$ cat src/rtl/data_memory_param.sv
// ---------------------------------------------------------------------------
// data_memory_param
//
// Block-organised data memory that models a slow backing store. A request
// (read or write, one at a time) is latched in IDLE, the memory then stalls
// the requester for a fixed number of cycles, performs the access on the
// final BUSY edge and shows a one-cycle DONE state in which busywait is low
// and the requester picks up readdata / retires its request.
//
// Ports
//   clock      rising-edge clock
//   reset      asynchronous, active-low reset
//   read       block read request (level, held until busywait drops)
//   write      block write request (level, held until busywait drops)
//   address    block address; only the low DEPTH_LOG2 bits select a block
//   writedata  write block, byte k at bits [8k+7:8k]
//   byteenable per-byte write enable
//   readdata   registered read block, changes only on read completion
//   busywait   stall to the requester
//   error      one-cycle pulse after a simultaneous read+write request
// ---------------------------------------------------------------------------
module data_memory_param #(
    parameter int ADDR_WIDTH    = 28,
    parameter int DEPTH_LOG2    = 4,
    parameter int BLOCK_BYTES   = 16,
    parameter int READ_LATENCY  = 5,
    parameter int WRITE_LATENCY = 5,
    localparam int BLOCK_BITS   = 8 * BLOCK_BYTES
) (
    input  logic                   clock,
    input  logic                   reset,
    input  logic                   read,
    input  logic                   write,
    input  logic [ADDR_WIDTH-1:0]  address,
    input  logic [BLOCK_BITS-1:0]  writedata,
    input  logic [BLOCK_BYTES-1:0] byteenable,
    output logic [BLOCK_BITS-1:0]  readdata,
    output logic                   busywait,
    output logic                   error
);

    localparam int DEPTH   = 1 << DEPTH_LOG2;
    localparam int MAX_LAT = (READ_LATENCY > WRITE_LATENCY) ? READ_LATENCY : WRITE_LATENCY;
    localparam int CNT_W   = $clog2(MAX_LAT) + 1;

    localparam logic [CNT_W-1:0] READ_LOAD  = CNT_W'(READ_LATENCY - 1);
    localparam logic [CNT_W-1:0] WRITE_LOAD = CNT_W'(WRITE_LATENCY - 1);

    typedef enum logic [1:0] {
        IDLE = 2'd0,
        BUSY = 2'd1,
        DONE = 2'd2
    } state_t;

    state_t                 state;
    state_t                 state_next;
    logic [CNT_W-1:0]       counter;
    logic                   op_write;
    logic [DEPTH_LOG2-1:0]  op_index;
    logic [BLOCK_BITS-1:0]  op_data;
    logic [BLOCK_BYTES-1:0] op_enable;
    logic [BLOCK_BITS-1:0]  mem [DEPTH];

    logic accept;
    logic conflict;
    logic commit;

    // A legal request is exactly one of read/write; both together is flagged
    // as an error and otherwise ignored.
    assign accept   = (state == IDLE) && (read ^ write);
    assign conflict = (state == IDLE) && read && write;
    assign commit   = (state == BUSY) && (counter == '0);

    // The stall covers the request cycle itself plus every BUSY cycle, so the
    // requester sees latency+1 stalled cycles before DONE.
    assign busywait = accept || (state == BUSY);

    always_ff @(posedge clock or negedge reset) begin
        if (!reset) begin
            state <= IDLE;
        end else begin
            state <= state_next;
        end
    end

    always_comb begin
        state_next = state;
        case (state)
            IDLE:    if (read ^ write) state_next = BUSY;
            BUSY:    if (counter == '0) state_next = DONE;
            DONE:    state_next = IDLE;
            default: state_next = IDLE;
        endcase
    end

    // Request capture, latency countdown and the memory access itself. All
    // request fields are latched at accept so the requester may change its
    // inputs (or drop the request) while BUSY without affecting the access.
    always_ff @(posedge clock or negedge reset) begin
        if (!reset) begin
            counter   <= '0;
            op_write  <= 1'b0;
            op_index  <= '0;
            op_data   <= '0;
            op_enable <= '0;
            readdata  <= '0;
            error     <= 1'b0;
            for (int i = 0; i < DEPTH; i++) begin
                mem[i] <= '0;
            end
        end else begin
            error <= conflict;
            if (accept) begin
                op_write  <= write;
                op_index  <= address[DEPTH_LOG2-1:0];
                op_data   <= writedata;
                op_enable <= byteenable;
                counter   <= write ? WRITE_LOAD : READ_LOAD;
            end else if (state == BUSY && counter != '0) begin
                counter <= counter - 1'b1;
            end
            if (commit) begin
                if (op_write) begin
                    for (int k = 0; k < BLOCK_BYTES; k++) begin
                        if (op_enable[k]) begin
                            mem[op_index][8*k +: 8] <= op_data[8*k +: 8];
                        end
                    end
                end else begin
                    readdata <= mem[op_index];
                end
            end
        end
    end

endmodule

$ cat config.mk
export PLATFORM = sky130hd
export DESIGN_NAME = data_memory_param
export DESIGN_NICKNAME = d
export VERILOG_FILES = /design/src/rtl/data_memory_param.sv
export SDC_FILE = /design/constraint.sdc
export NUM_CORES = 2
export LEC_CHECK = 0
export BUFFER_PORTS_ARGS = -buffer_cell sky130_fd_sc_hd__clkbuf_2
export CORE_MARGIN = 4
export CORE_UTILIZATION = 62
export CTS_BUF_LIST = sky130_fd_sc_hd__clkbuf_4 sky130_fd_sc_hd__clkbuf_8 sky130_fd_sc_hd__clkbuf_16
export CTS_CLUSTER_SIZE = 14
export DETAILED_ROUTE_END_ITERATION = 7
export PLACE_DENSITY = 0.79
export SLEW_MARGIN = 20
export SYNTH_ARGS = -nofsm -noshare
export SYNTH_HDL_FRONTEND = slang
export SYNTH_SLANG_ARGS = --single-unit
export TNS_END_PERCENT = 10
$ cat constraint.sdc
create_clock -name clock -period 3.4 [get_ports clock]
set_input_delay 0.51 -clock clock [delete_from_list [all_inputs] [get_ports clock]]
set_output_delay 0.51 -clock clock [all_outputs]
set_load 0.01 [all_outputs]
==> qor.csv <==
metric;value;unit
layout overhead on the synthesized area;13.8;%
Post-synth EDFFs;0;
part of the Yosys area used for sequential elements;57.2;%
r2r startpoint;counter[0]$_DFFE_PN0P_;
DIE WIDTH;414;um
Setup Crit Path Kind;register to register;
final period demand of the worst path;3.15;ns
number of warnings issued by yosys;0;
worst stage delay on the critical path;0.61;ns
initial core utilization;62.5;%
layout cell share with drive strength beyond 1;52.3;%
most common cell type on the critical path;buf_12;
Util after Layout;71.1;%
root buf cell;clkbuf_16;
TritonCTS buffer count;228;
first-pass GRT wire length;382000;um
worst hold path type;primary input to register;
net count after synthesis;6579;
Worst Reg-to-Reg Cells;8;
TritonCTS clock tree;done;
highest ir drop seen on vdd;904;uV
Multi-input gate area;42200;sq um
result of the run;complete, no violations;
fillers;10200;
number of max-cap violations;0;
fraction of registers with async set or reset after synthesis;100;%
pin count of the biggest net entering global routing;134;
worst-case headroom to the max-slew limit;26.7;%
initial antenna violation count;7;
total iterations of the first detailed-routing run;5;
vias after detailed routing;58000;
clock edge transition at the registers on the reported setup and hold paths;0.06;ns
fraction of synthesized cell area taken by the top area cell type;57.2;%
final cycle utilization of the critical path;92.7;%
post-route setup TNS;0;ns
final setup fails;0;
clock sink count;2332;
number of instances in the synthesized netlist;6402;
DRT antenna net count;0;
global placement routability congestion;0.793;
Synth Area per Inst;15.9;sq um
Static Leakage;58.2;nW
vias per cell;6.29;
most common flop cell mapped by yosys;dfrtp_1;
f_max;317;MHz
drt first-iter violations;4240;
flip-flop and latch area;58400;sq um
remaining design rule violation count;0;
Die Footprint;171000;sq um
main area contributors after synthesis;dfrtp_1, mux2_2, mux4_2, mux2i_1, nand2_1;
library cells used by synthesis;35;
average wire length per cell after detail routing;26.6;um
number of nets in the final layout;7022;
chain of cells forming the critical path;inv_1 -> ha_1 -> or3b_2 -> buf_12 -> nor4_2 -> buf_12 -> a22oi_1 -> nand3_1;
placed standard-cell area;107000;sq um
Die Y;414;um
Worst Path Max Fanout;85;
power per unit of standard cell area;741;nW/um^2
maximum level of the CTS H-tree;4;
CP required;4.15;ns
cell taking the most area after synthesis;dfrtp_1;
register bit count reported by yosys;2332;
largest buffer count on any clock path;3;
Post-Layout Inst Area;116000;sq um
crit path capture type;register;
number of hold violations in the final report;0;
worst r2r dst;readdata[124]$_DFFE_PN0P_;
FF-to-FF setup slack;0.25;ns
insertion delay to the later sink of the worst-skew pair;0.85;ns
critical path startpoint category;register;
endpoint with the worst hold slack;op_data[48]$_DFFE_PN0P_;
number of gates resized after CTS;0;
overall fraction of global-route tracks in use;29.4;%
worst clock skew on the final layout;0.0342;ns
slew of the pin with the lowest slew margin;1.10;ns
# IOs;306;
global-route congestion overflow total;0;
Hold Path Depth;2;
Post-Route WL;245000;um
unrepaired setup endpoints after global routing;no;
Final Slew Violations;0;
slowest stage cell on the critical path;or3b_2;
combined area of all synthesized cells;102000;sq um
row count;148;
CP arrival;3.91;ns
Port-buffer cells;281;
area of the core;163000;sq um
HPWL after detailed placement;153000;um
hold path startpoint;writedata[48];
vias in the first global route;63400;
[cell type report]
type | instances | area share, %
Clock inverter | 56 | 0.469
Inverter | 18 | 0.0582
Antenna cell | 8 | 0.0173
Tap cell | 2175 | 2.35
Timing Repair Buffer | 587 | 4.12
Sequential cell | 2332 | 50.3
Clock buffer | 366 | 6.29
Multi-Input combinational cell | 3678 | 36.4
[per-layer routing]
| metal | global-route usage (%) | part of all wire (%) |
|---|---|---|
| met1 | 39.3 | 41 |
| met2 | 48.5 | 50 |
| met3 | 4.63 | 5.0 |
| met5 | 0 | 0 |
| met4 | 12.4 | 4.5 |
[where the power goes]
group / internal [W] / switching, W
registers: 0.0338 / 0.00673
clock network: 0.0152 / 0.0107
logic: 0.0105 / 0.00920
total: 0.0595 / 0.0266
[cell usage after synthesis (15+ instances only)]
library cell and instances:
a22oi_1 128, and2_1 129, buf_1 86, buf_2 39, clkbuf_1 239, dfrtp_1 2332
inv_1 18, mux2_2 2189, mux2i_1 128, mux4_2 512, nand2_1 313, nand2_2 80
nand3_1 130, nor2_1 15
[through the flow]
step	power (W)	hold WS (ns)	setup slack, ns	instances
after global routing	0.0899	0.0180	0.174	9214
after CTS	0.0865	0.000598	0.252	9210
after floorplan	0.0529	0.214	0.997	6402
after global placement	0.0592	0.468	0.316	8638
after detailed placement	0.0604	0.480	0.271	8638
final	0.0860	0.0760	0.247	9220
[critical path, delay by kind of cell, from the launching register on]
family                     cells  cell delay [ns]
AOI/OAI and AO/OA              1             0.29
adders and majority gates      1             0.23
DFF                            1             0.42
and+or+nand+nor                3             1.16
buffers and inverters          3             0.87
[cells by family after synthesis]
group | Yosys count | synth area share, %
multiplexers | 2836 | 36.8
flip-flops | 2332 | 57.2
AND/OR/NAND/NOR | 704 | 3.45
buffers and inverters | 392 | 1.53
AO/OA/AOI/OAI | 134 | 0.978
XOR/XNOR | 3 | 0.0258
adder cells (fa/ha/maj) | 1 | 0.0123
[what timing repair did]
action	in CTS	in global routing
endpoints found under the hold margin	202	0
buffers inserted	0	2
hold buffers	150	0
endpoints found under the setup margin	0	93
[worst max-delay path by stage]
stage / start / to / slack [ns] / cells after the start
3_3_place_gp: counter[0]$_DFFE_PN0P_ / mem[1887]$_DFFE_PN0P_ / 0.32 / 7
3_5_place_dp: counter[0]$_DFFE_PN0P_ / mem[1501]$_DFFE_PN0P_ / 0.27 / 7
4_1_cts: counter[0]$_DFFE_PN0P_ / mem[351]$_DFFE_PN0P_ / 0.25 / 7
2_1_floorplan: counter[0]$_DFFE_PN0P_ / mem[1576]$_DFFE_PN0P_ / 1.0 / 9
6_report: counter[0]$_DFFE_PN0P_ / readdata[124]$_DFFE_PN0P_ / 0.25 / 8
5_1_grt: counter[0]$_DFFE_PN0P_ / readdata[32]$_DFFE_PN0P_ / 0.17 / 8
[state kept, by name, indices dropped and copies added, names as in the netlist]
register / cells
mem: 2048
op_index: 4
op_data: 128
op_write: 1
error: 1
counter: 4
op_enable: 16
readdata: 128
state: 2
[cell usage in the layout (no fill, tap or decap), types with 4 or more instances in the layout]
| master | count |
|---|---|
| nand2_2 | 80 |
| inv_6 | 4 |
| nand2b_1 | 5 |
| dfrtp_1 | 2329 |
| diode_2 | 8 |
| nand2_1 | 312 |
| mux4_2 | 512 |
| clkbuf_8 | 67 |
| buf_12 | 56 |
| clkbuf_2 | 280 |
| buf_4 | 101 |
| dlygate4sd3_1 | 150 |
| clkbuf_4 | 63 |
| mux2_1 | 7 |
| nand3_1 | 130 |
| and2_1 | 129 |
| bufinv_16 | 7 |
| mux2_2 | 2189 |
| inv_1 | 18 |
| clkinv_2 | 37 |
| clkbuf_16 | 236 |
| nor2_4 | 12 |
| mux2i_1 | 128 |
| nor3_2 | 14 |
| a22oi_1 | 128 |
| nor3_4 | 6 |
Power figures use the tool's default switching activity.
